--- src/rtl/debug_command_unit_pkg.sv ---
// rtl/debug_command_unit_pkg.sv - shared codes, field positions and state encodings for the debug command unit
package debug_command_unit_pkg;

    localparam int FRAME_W   = 32;
    localparam int PTR_W     = 9;

    localparam int CODE_MSB  = 31;
    localparam int CODE_LSB  = 26;
    localparam int VALID_BIT = 25;
    localparam int TYPE_MSB  = 24;
    localparam int TYPE_LSB  = 16;
    localparam int ADDR_MSB  = 15;
    localparam int ADDR_LSB  = 0;

    localparam logic [5:0] CMD_START      = 6'b000001;
    localparam logic [5:0] CMD_RESET      = 6'b000010;
    localparam logic [5:0] CMD_REQ_DATA   = 6'b000011;
    localparam logic [5:0] CMD_LOAD_LSB   = 6'b000100;
    localparam logic [5:0] CMD_LOAD_MSB   = 6'b000101;
    localparam logic [5:0] CMD_MODE_GET   = 6'b001000;
    localparam logic [5:0] CMD_MODE_CONT  = 6'b001001;
    localparam logic [5:0] CMD_MODE_STEP  = 6'b001010;
    localparam logic [5:0] CMD_STEP       = 6'b100000;

    localparam logic [8:0] REQ_IMEM       = 9'h001;
    localparam logic [8:0] REQ_DMEM       = 9'h002;
    localparam logic [8:0] REQ_REGFILE    = 9'h004;
    localparam logic [8:0] REQ_PC         = 9'h008;
    localparam logic [8:0] REQ_IF_ID      = 9'h010;
    localparam logic [8:0] REQ_ID_EX      = 9'h020;
    localparam logic [8:0] REQ_EX_MEM     = 9'h040;
    localparam logic [8:0] REQ_MEM_WB     = 9'h080;

    localparam logic [31:0] TIMEOUT_SENTINEL = 32'hDEAD_BEEF;

    typedef enum logic [1:0] {
        ST_IDLE     = 2'd0,
        ST_RESPOND  = 2'd1,
        ST_REQ_WAIT = 2'd2
    } state_t;

    typedef enum logic {
        MODE_STEP = 1'b0,
        MODE_CONT = 1'b1
    } mode_t;

    function automatic logic [FRAME_W-1:0] ack_frame(input logic [5:0] code,
                                                     input logic ok,
                                                     input logic [PTR_W-1:0] ptr);
        return {code, ok, 9'b0, 7'b0, ptr};
    endfunction

endpackage

--- src/rtl/debug_command_unit_frame_edge_detect.sv ---
// rtl/debug_command_unit_frame_edge_detect.sv - rising-edge detector on the frame valid bit with field split
module debug_command_unit_frame_edge_detect
    import debug_command_unit_pkg::*;
#(
    parameter int NB_CONTROL_FRAME = 32,
    parameter int NB_CMD           = 6,
    parameter int NB_ADDR_TYPE     = 9,
    parameter int NB_ADDR_DATA     = 16
) (
    input  logic                        i_clock,
    input  logic                        i_reset,
    input  logic                        i_valid,
    input  logic [NB_CONTROL_FRAME-1:0] i_frame,
    output logic                        o_accept,
    output logic [NB_CMD-1:0]           o_code,
    output logic [NB_ADDR_TYPE-1:0]     o_addr_type,
    output logic [NB_ADDR_DATA-1:0]     o_address
);

    logic valid_d;

    always_ff @(posedge i_clock) begin
        if (i_reset) begin
            valid_d <= 1'b0;
        end else if (i_valid) begin
            valid_d <= i_frame[VALID_BIT];
        end
    end

    // A level held high fires once; the edge is qualified by the clock enable.
    assign o_accept    = i_valid & i_frame[VALID_BIT] & ~valid_d;
    assign o_code      = i_frame[CODE_MSB:CODE_LSB];
    assign o_addr_type = i_frame[TYPE_MSB:TYPE_LSB];
    assign o_address   = i_frame[ADDR_MSB:ADDR_LSB];

endmodule

--- src/rtl/debug_command_unit.sv ---
// rtl/debug_command_unit.sv - MicroBlaze command frame responder sequencing the MIPS pipeline and debug reads
module debug_command_unit
    import debug_command_unit_pkg::*;
#(
    parameter int NB_CONTROL_FRAME = 32,
    parameter int NB_INSTR         = 32,
    parameter int NB_INSTR_ADDR    = 9,
    parameter int NB_ADDR_DATA     = 16,
    parameter int NB_CMD           = 6,
    parameter int NB_ADDR_TYPE     = 9,
    parameter int REQ_TIMEOUT      = 15
) (
    input  logic                        i_clock,
    input  logic                        i_reset,
    input  logic                        i_valid,
    input  logic [NB_CONTROL_FRAME-1:0] i_frame_from_blaze,
    output logic [NB_CONTROL_FRAME-1:0] o_frame_to_blaze,
    output logic                        o_frame_valid,
    output logic                        o_pipe_reset,
    output logic                        o_pipe_enable,
    input  logic                        i_pipe_halt,
    output logic                        o_imem_we,
    output logic [NB_INSTR_ADDR-1:0]    o_imem_addr,
    output logic [NB_INSTR-1:0]         o_imem_data,
    output logic                        o_req_valid,
    output logic [NB_ADDR_TYPE-1:0]     o_req_type,
    output logic [NB_ADDR_DATA-1:0]     o_req_addr,
    input  logic                        i_req_data_valid,
    input  logic [NB_CONTROL_FRAME-1:0] i_req_data
);

    localparam int NB_WAIT = $clog2(REQ_TIMEOUT + 1);

    logic                     accept;
    logic [NB_CMD-1:0]        code;
    logic [NB_ADDR_TYPE-1:0]  addr_type;
    logic [NB_ADDR_DATA-1:0]  address;

    state_t                   state, state_next;
    mode_t                    mode, mode_n;
    logic                     running, running_n;
    logic [NB_INSTR_ADDR-1:0] wr_ptr, wr_ptr_n;
    logic                     lsb_loaded, lsb_loaded_n;
    logic [NB_ADDR_DATA-1:0]  lsb, lsb_n;
    logic [NB_WAIT-1:0]       wait_cnt;
    logic                     step_q;
    logic                     timeout;
    logic                     cmd_take;

    logic                        resp_fire;
    logic [NB_CONTROL_FRAME-1:0] resp_frame;
    logic                        pipe_reset_n, step_n, imem_we_n, req_n;

    debug_command_unit_frame_edge_detect #(
        .NB_CONTROL_FRAME (NB_CONTROL_FRAME),
        .NB_CMD           (NB_CMD),
        .NB_ADDR_TYPE     (NB_ADDR_TYPE),
        .NB_ADDR_DATA     (NB_ADDR_DATA)
    ) u_edge (
        .i_clock     (i_clock),
        .i_reset     (i_reset),
        .i_valid     (i_valid),
        .i_frame     (i_frame_from_blaze),
        .o_accept    (accept),
        .o_code      (code),
        .o_addr_type (addr_type),
        .o_address   (address)
    );

    assign cmd_take = accept && (state == ST_IDLE);
    assign timeout  = (wait_cnt == NB_WAIT'(REQ_TIMEOUT - 1));

    always_ff @(posedge i_clock) begin
        if (i_reset) begin
            state <= ST_IDLE;
        end else if (i_valid) begin
            state <= state_next;
        end
    end

    always_comb begin
        state_next = state;
        unique case (state)
            ST_IDLE: begin
                if (cmd_take) begin
                    state_next = (code == CMD_REQ_DATA) ? ST_REQ_WAIT : ST_RESPOND;
                end
            end
            ST_RESPOND:  state_next = ST_IDLE;
            ST_REQ_WAIT: begin
                if (i_req_data_valid || timeout) begin
                    state_next = ST_IDLE;
                end
            end
            default:     state_next = ST_IDLE;
        endcase
    end

    always_comb begin
        running_n    = running;
        mode_n       = mode;
        wr_ptr_n     = wr_ptr;
        lsb_loaded_n = lsb_loaded;
        lsb_n        = lsb;
        resp_fire    = 1'b0;
        resp_frame   = '0;
        pipe_reset_n = 1'b0;
        step_n       = 1'b0;
        imem_we_n    = 1'b0;
        req_n        = 1'b0;
        if (cmd_take) begin
            resp_fire  = 1'b1;
            resp_frame = ack_frame(code, 1'b0, wr_ptr);
            case (code)
                CMD_RESET: begin
                    pipe_reset_n = 1'b1;
                    running_n    = 1'b0;
                    wr_ptr_n     = '0;
                    lsb_loaded_n = 1'b0;
                    resp_frame   = ack_frame(code, 1'b1, '0);
                end
                CMD_START: begin
                    running_n  = 1'b1;
                    resp_frame = ack_frame(code, 1'b1, wr_ptr);
                end
                CMD_STEP: begin
                    // A halt arriving together with the step wins.
                    if (running && mode == MODE_STEP && !i_pipe_halt) begin
                        step_n     = 1'b1;
                        resp_frame = ack_frame(code, 1'b1, wr_ptr);
                    end
                end
                CMD_MODE_CONT: begin
                    mode_n     = MODE_CONT;
                    resp_frame = ack_frame(code, 1'b1, wr_ptr);
                end
                CMD_MODE_STEP: begin
                    mode_n     = MODE_STEP;
                    resp_frame = ack_frame(code, 1'b1, wr_ptr);
                end
                CMD_MODE_GET: begin
                    resp_frame = {code, 1'b1, 24'b0, logic'(mode)};
                end
                CMD_LOAD_LSB: begin
                    if (!running) begin
                        lsb_n        = address;
                        lsb_loaded_n = 1'b1;
                        resp_frame   = ack_frame(code, 1'b1, wr_ptr);
                    end
                end
                CMD_LOAD_MSB: begin
                    if (!running && lsb_loaded) begin
                        imem_we_n    = 1'b1;
                        wr_ptr_n     = wr_ptr + 1'b1;
                        lsb_loaded_n = 1'b0;
                        resp_frame   = ack_frame(code, 1'b1, wr_ptr + 1'b1);
                    end
                end
                CMD_REQ_DATA: begin
                    resp_fire = 1'b0;
                    req_n     = 1'b1;
                end
                default: ;
            endcase
        end else if (state == ST_REQ_WAIT) begin
            if (i_req_data_valid) begin
                resp_fire  = 1'b1;
                resp_frame = i_req_data;
            end else if (timeout) begin
                resp_fire  = 1'b1;
                resp_frame = TIMEOUT_SENTINEL;
            end
        end
        if (i_pipe_halt) begin
            running_n = 1'b0;
        end
    end

    always_ff @(posedge i_clock) begin
        if (i_reset) begin
            mode             <= MODE_STEP;
            running          <= 1'b0;
            wr_ptr           <= '0;
            lsb_loaded       <= 1'b0;
            lsb              <= '0;
            wait_cnt         <= '0;
            step_q           <= 1'b0;
            o_frame_to_blaze <= '0;
            o_frame_valid    <= 1'b0;
            o_pipe_reset     <= 1'b0;
            o_imem_we        <= 1'b0;
            o_imem_addr      <= '0;
            o_imem_data      <= '0;
            o_req_valid      <= 1'b0;
            o_req_type       <= '0;
            o_req_addr       <= '0;
        end else if (i_valid) begin
            mode          <= mode_n;
            running       <= running_n;
            wr_ptr        <= wr_ptr_n;
            lsb_loaded    <= lsb_loaded_n;
            lsb           <= lsb_n;
            step_q        <= step_n;
            o_frame_valid <= resp_fire;
            o_pipe_reset  <= pipe_reset_n;
            o_imem_we     <= imem_we_n;
            o_req_valid   <= req_n;
            wait_cnt      <= (state == ST_REQ_WAIT) ? wait_cnt + 1'b1 : '0;
            if (resp_fire) begin
                o_frame_to_blaze <= resp_frame;
            end
            if (imem_we_n) begin
                o_imem_addr <= wr_ptr;
                o_imem_data <= {address, lsb};
            end
            if (req_n) begin
                o_req_type <= addr_type;
                o_req_addr <= address;
            end
        end
    end

    assign o_pipe_enable = (running && mode == MODE_CONT) || step_q;

endmodule

--- config.mk ---
export PLATFORM = sky130hd
export DESIGN_NAME = debug_command_unit
export DESIGN_NICKNAME = d
export VERILOG_FILES = /design/src/rtl/debug_command_unit_pkg.sv /design/src/rtl/debug_command_unit_frame_edge_detect.sv /design/src/rtl/debug_command_unit.sv
export SDC_FILE = /design/constraint.sdc
export NUM_CORES = 1
export LEC_CHECK = 0
export CAP_MARGIN = 30
export CORE_MARGIN = 5
export CORE_UTILIZATION = 50
export CTS_BUF_LIST = sky130_fd_sc_hd__clkbuf_16
export DETAILED_ROUTE_END_ITERATION = 8
export GPL_TIMING_DRIVEN = 0
export PLACE_DENSITY = 0.83
export SYNTH_ARGS = -nofsm -noshare
export SYNTH_HDL_FRONTEND = slang
export SYNTH_HIERARCHICAL = 1
export SYNTH_SLANG_ARGS = --single-unit
--- constraint.sdc ---
create_clock -name i_clock -period 3.3 [get_ports i_clock]
set_clock_uncertainty 0.15 [all_clocks]
set_input_delay 0.66 -clock i_clock [delete_from_list [all_inputs] [get_ports i_clock]]
set_output_delay 0.66 -clock i_clock [all_outputs]
set_load 0.01 [all_outputs]
==> flow_summary.toml <==
[power]
ir_drop_mv = 0.3787
p_total_mw = 4.131
leakage_nw = 2.997
powerDensity_nw_per_um2 = 488.5

[routing]
drc_errors = 0
drtPass1Iterations = 5
drt.antenna.violating_nets = 0
avgViaCountPerCell = 5.731
wl_per_cell_um = 17.93
wl_um = 19810
vias = 6333
dr.first_iter.drc_count = 640

[grt]
grt_antenna_before_repair = 0
overflow = 0
grt_pass1_vias = 5989
grt_use_total = 0.2649
grt_max_degree = 17
grt_pass1_wl_um = 30680

[synth]
synth_top_area_cell = "dfxtp_1"
syn_nets = 838
ys_seq_area_frac = 0.4470
synth.top_cells.by_count = "nand2_1 (168), dfxtp_1 (138), a21oi_1 (111)"
ys_seq_elements = 138
yosys.cell_count.top_type = "nand2_1"
postSynthCellCount = 766
synth_area_um2 = 6181
synth_cell_types = 67
synth-async-reset-ratio = 0
synth_edf_count = 0
synthTopCellsByArea = "dfxtp_1 (45%), nand2_1 (10%), a21oi_1 (9.0%), buf_4 (4.1%), nor2_1 (2.7%)"
avgSynthCellArea_um2 = 8.069
synth_top_area_frac = 0.4470
yosysWarnings = 6
ys.flop_type = "dfxtp_1"

[timing]
max_freq_mhz = 345.3
finalCritPeriodShare = 0.8775
worstMarginPinSlew_ps = 794.6
period_needed_ps = 2896
slew_headroom = 0.4691
final.setup.tns_ps = 0
rsz0062_at_grt = "no"
setup_viol = 0
slew_violations = 0
finalHoldViolCount = 0

[clock_network]
ctsHoldBuffers = 0
clk-insertion-delay-late_ps = 420
clockBufferDepth = 2
postCtsResizedCells = 0
root_buffer = "clkbuf_16"
cts.reportedPaths.clkPinSlew_ps = 60
numCtsBuffers = 17
cts_tree = "done"
htree_levels = 4
post_cts_buffers = 0
clkSinkCount = 138

[floorplanning]
row_count = 40
die_h_um = 121.2
die_x_um = 121.2
io_pins = 172
core_area_um2 = 12060
die_area_um2 = 14690
start_util = 0.5124

[placement]
dp_cells = 1074
gp_congestion = 0.9624
hpwl_um = 13960
port_buffers = 140

[final_layout]
drive_gt1_frac = 0.1046
utilization = 0.7011
final_cells = 1105
syn_to_final_growth_pct = 36.82
antennaDiodeCount = 0
layout.nets = 997

[setup_path]
startpoint_type = "primary input"
path_cells = "clkdlybuf4s50_1 -> nand2_1 -> nor2_1 -> nor3b_1 -> nand2_1 -> o22ai_1 -> a21oi_1"
cp-end-kind = "flip-flop"
critPathMaxStageDelay_ps = 690
cpLargestDelayFamily = "simple AND/OR/NAND/NOR gates"
cp_num_buf_inv = 1
slowest_stage = "nor3b_1"
arrival_ps = 3030
path_class = "in -> reg"
crit_fanout = 8
worst_path_most_repeated_cell = "nand2_1"
worstPathRequired_ps = 3440

[worst_hold_path]
min_path_type = "reg -> reg"

[outcome]
outcome = "completed"

[run]
cap_violations = 0
==> flip-flops by register name, summed over array words and instances, names as in the netlist <==
| signal | flops |
|---|---|
| o_frame_to_blaze | 32 |
| o_imem_data | 32 |
| lsb | 16 |
| o_req_addr | 16 |
| o_imem_addr | 9 |
| o_req_type | 9 |
| wr_ptr | 9 |
| wait_cnt | 4 |
| state | 2 |
| lsb_loaded | 1 |
| mode | 1 |
| o_frame_valid | 1 |
| o_imem_we | 1 |
| o_pipe_reset | 1 |
| o_req_valid | 1 |
| running | 1 |
| step_q | 1 |
| u_edge/valid_d | 1 |
==> final cells by class <==
class                      instances  area, µm²
multi-input combinational        534       2895
inverter                           6      22.52
tap                              168      210.2
clock inverter                    14      239.0
clock buffer                      17      425.4
buffer                            88      500.5
sequential                       138       2763
timing repair buffer             140       1401
fill                             954       3605
==> worst paths after layout <==
kind | to | slack (ps) | cells past startpoint | start
max | o_frame_to_blaze[31] | 400 | 7 | i_valid
min | o_imem_data[1] | 300 | 2 | o_imem_data[1]
max reg2reg | o_frame_to_blaze[31] | 1030 | 5 | u_edge/valid_d
min reg2reg | o_imem_data[1] | 300 | 2 | o_imem_data[1]
==> kinds of logic (layout without fill, tap and decap cells) <==
logic type	Yosys count	count (layout)	share of synthesized area
buffers and inverters	94	265	0.08461
AO/OA/AOI/OAI	209	209	0.2012
AND/OR/NAND/NOR	299	299	0.2249
XOR/XNOR	6	6	0.008504
adder cells (fa/ha/maj)	3	3	0.006074
multiplexers	17	17	0.02773
flip-flops	138	138	0.4470
==> layout by cell type, fill, tap and decap left out, types with 4 or more instances in the layout <==
cell type	Yosys	final
a211oi_1	4	4
a32o_1	6	6
nand3_1	14	14
o22ai_1	6	6
o211ai_1	15	15
nand4_1	7	7
nand2_1	168	168
or3_1	9	9
clkdlybuf4s50_1	0	140
bufinv_16	0	6
dfxtp_1	138	138
nor3b_1	5	5
and3_1	4	4
inv_1	5	5
o21ai_0	29	29
nor2b_1	6	6
nor3_1	7	7
nand3b_1	5	5
buf_1	6	6
nor2_1	44	44
nor4b_1	4	4
clkbuf_1	29	29
inv_6	0	4
nand2b_1	6	6
buf_2	15	15
buf_4	34	34
mux2i_1	16	16
clkbuf_16	0	17
a21oi_1	111	111
a31oi_1	6	6
==> power by group <==
group	switching, mW	internal (mW)
registers	0.00800	1.68
logic	0.153	0.125
clock network	0.749	1.42
==> stage by stage <==
step | hold slack (ps) | setup WS, ps | instance area [µm²]
2_1_floorplan | 286.0 | 930.0 | 6181
3_3_place_gp | 287.2 | 11.83 | 7792
3_5_place_dp | 293.2 | 26.46 | 7792
4_1_cts | 300.8 | 439.8 | 8457
5_1_grt | 317.8 | 304.3 | 8457
6_report | 297.2 | 404.2 | 8457
==> metal layers <==
metal | GRT usage | up-vias | part of all wire
li1 | - | 2961 | -
met1 | 0.3224 | 2974 | 0.40
met2 | 0.4321 | 341 | 0.47
met3 | 0.07925 | 57 | 0.10
met4 | 0.1190 | 0 | 0.037
met5 | 0 | - | 0
==> worst min-delay path: stages, from the launching register on <==
cell and delay (ps):
dfxtp_1 310, nand2_1 50, a21oi_1 50
No activity file was read; power rests on OpenSTA's default activity.
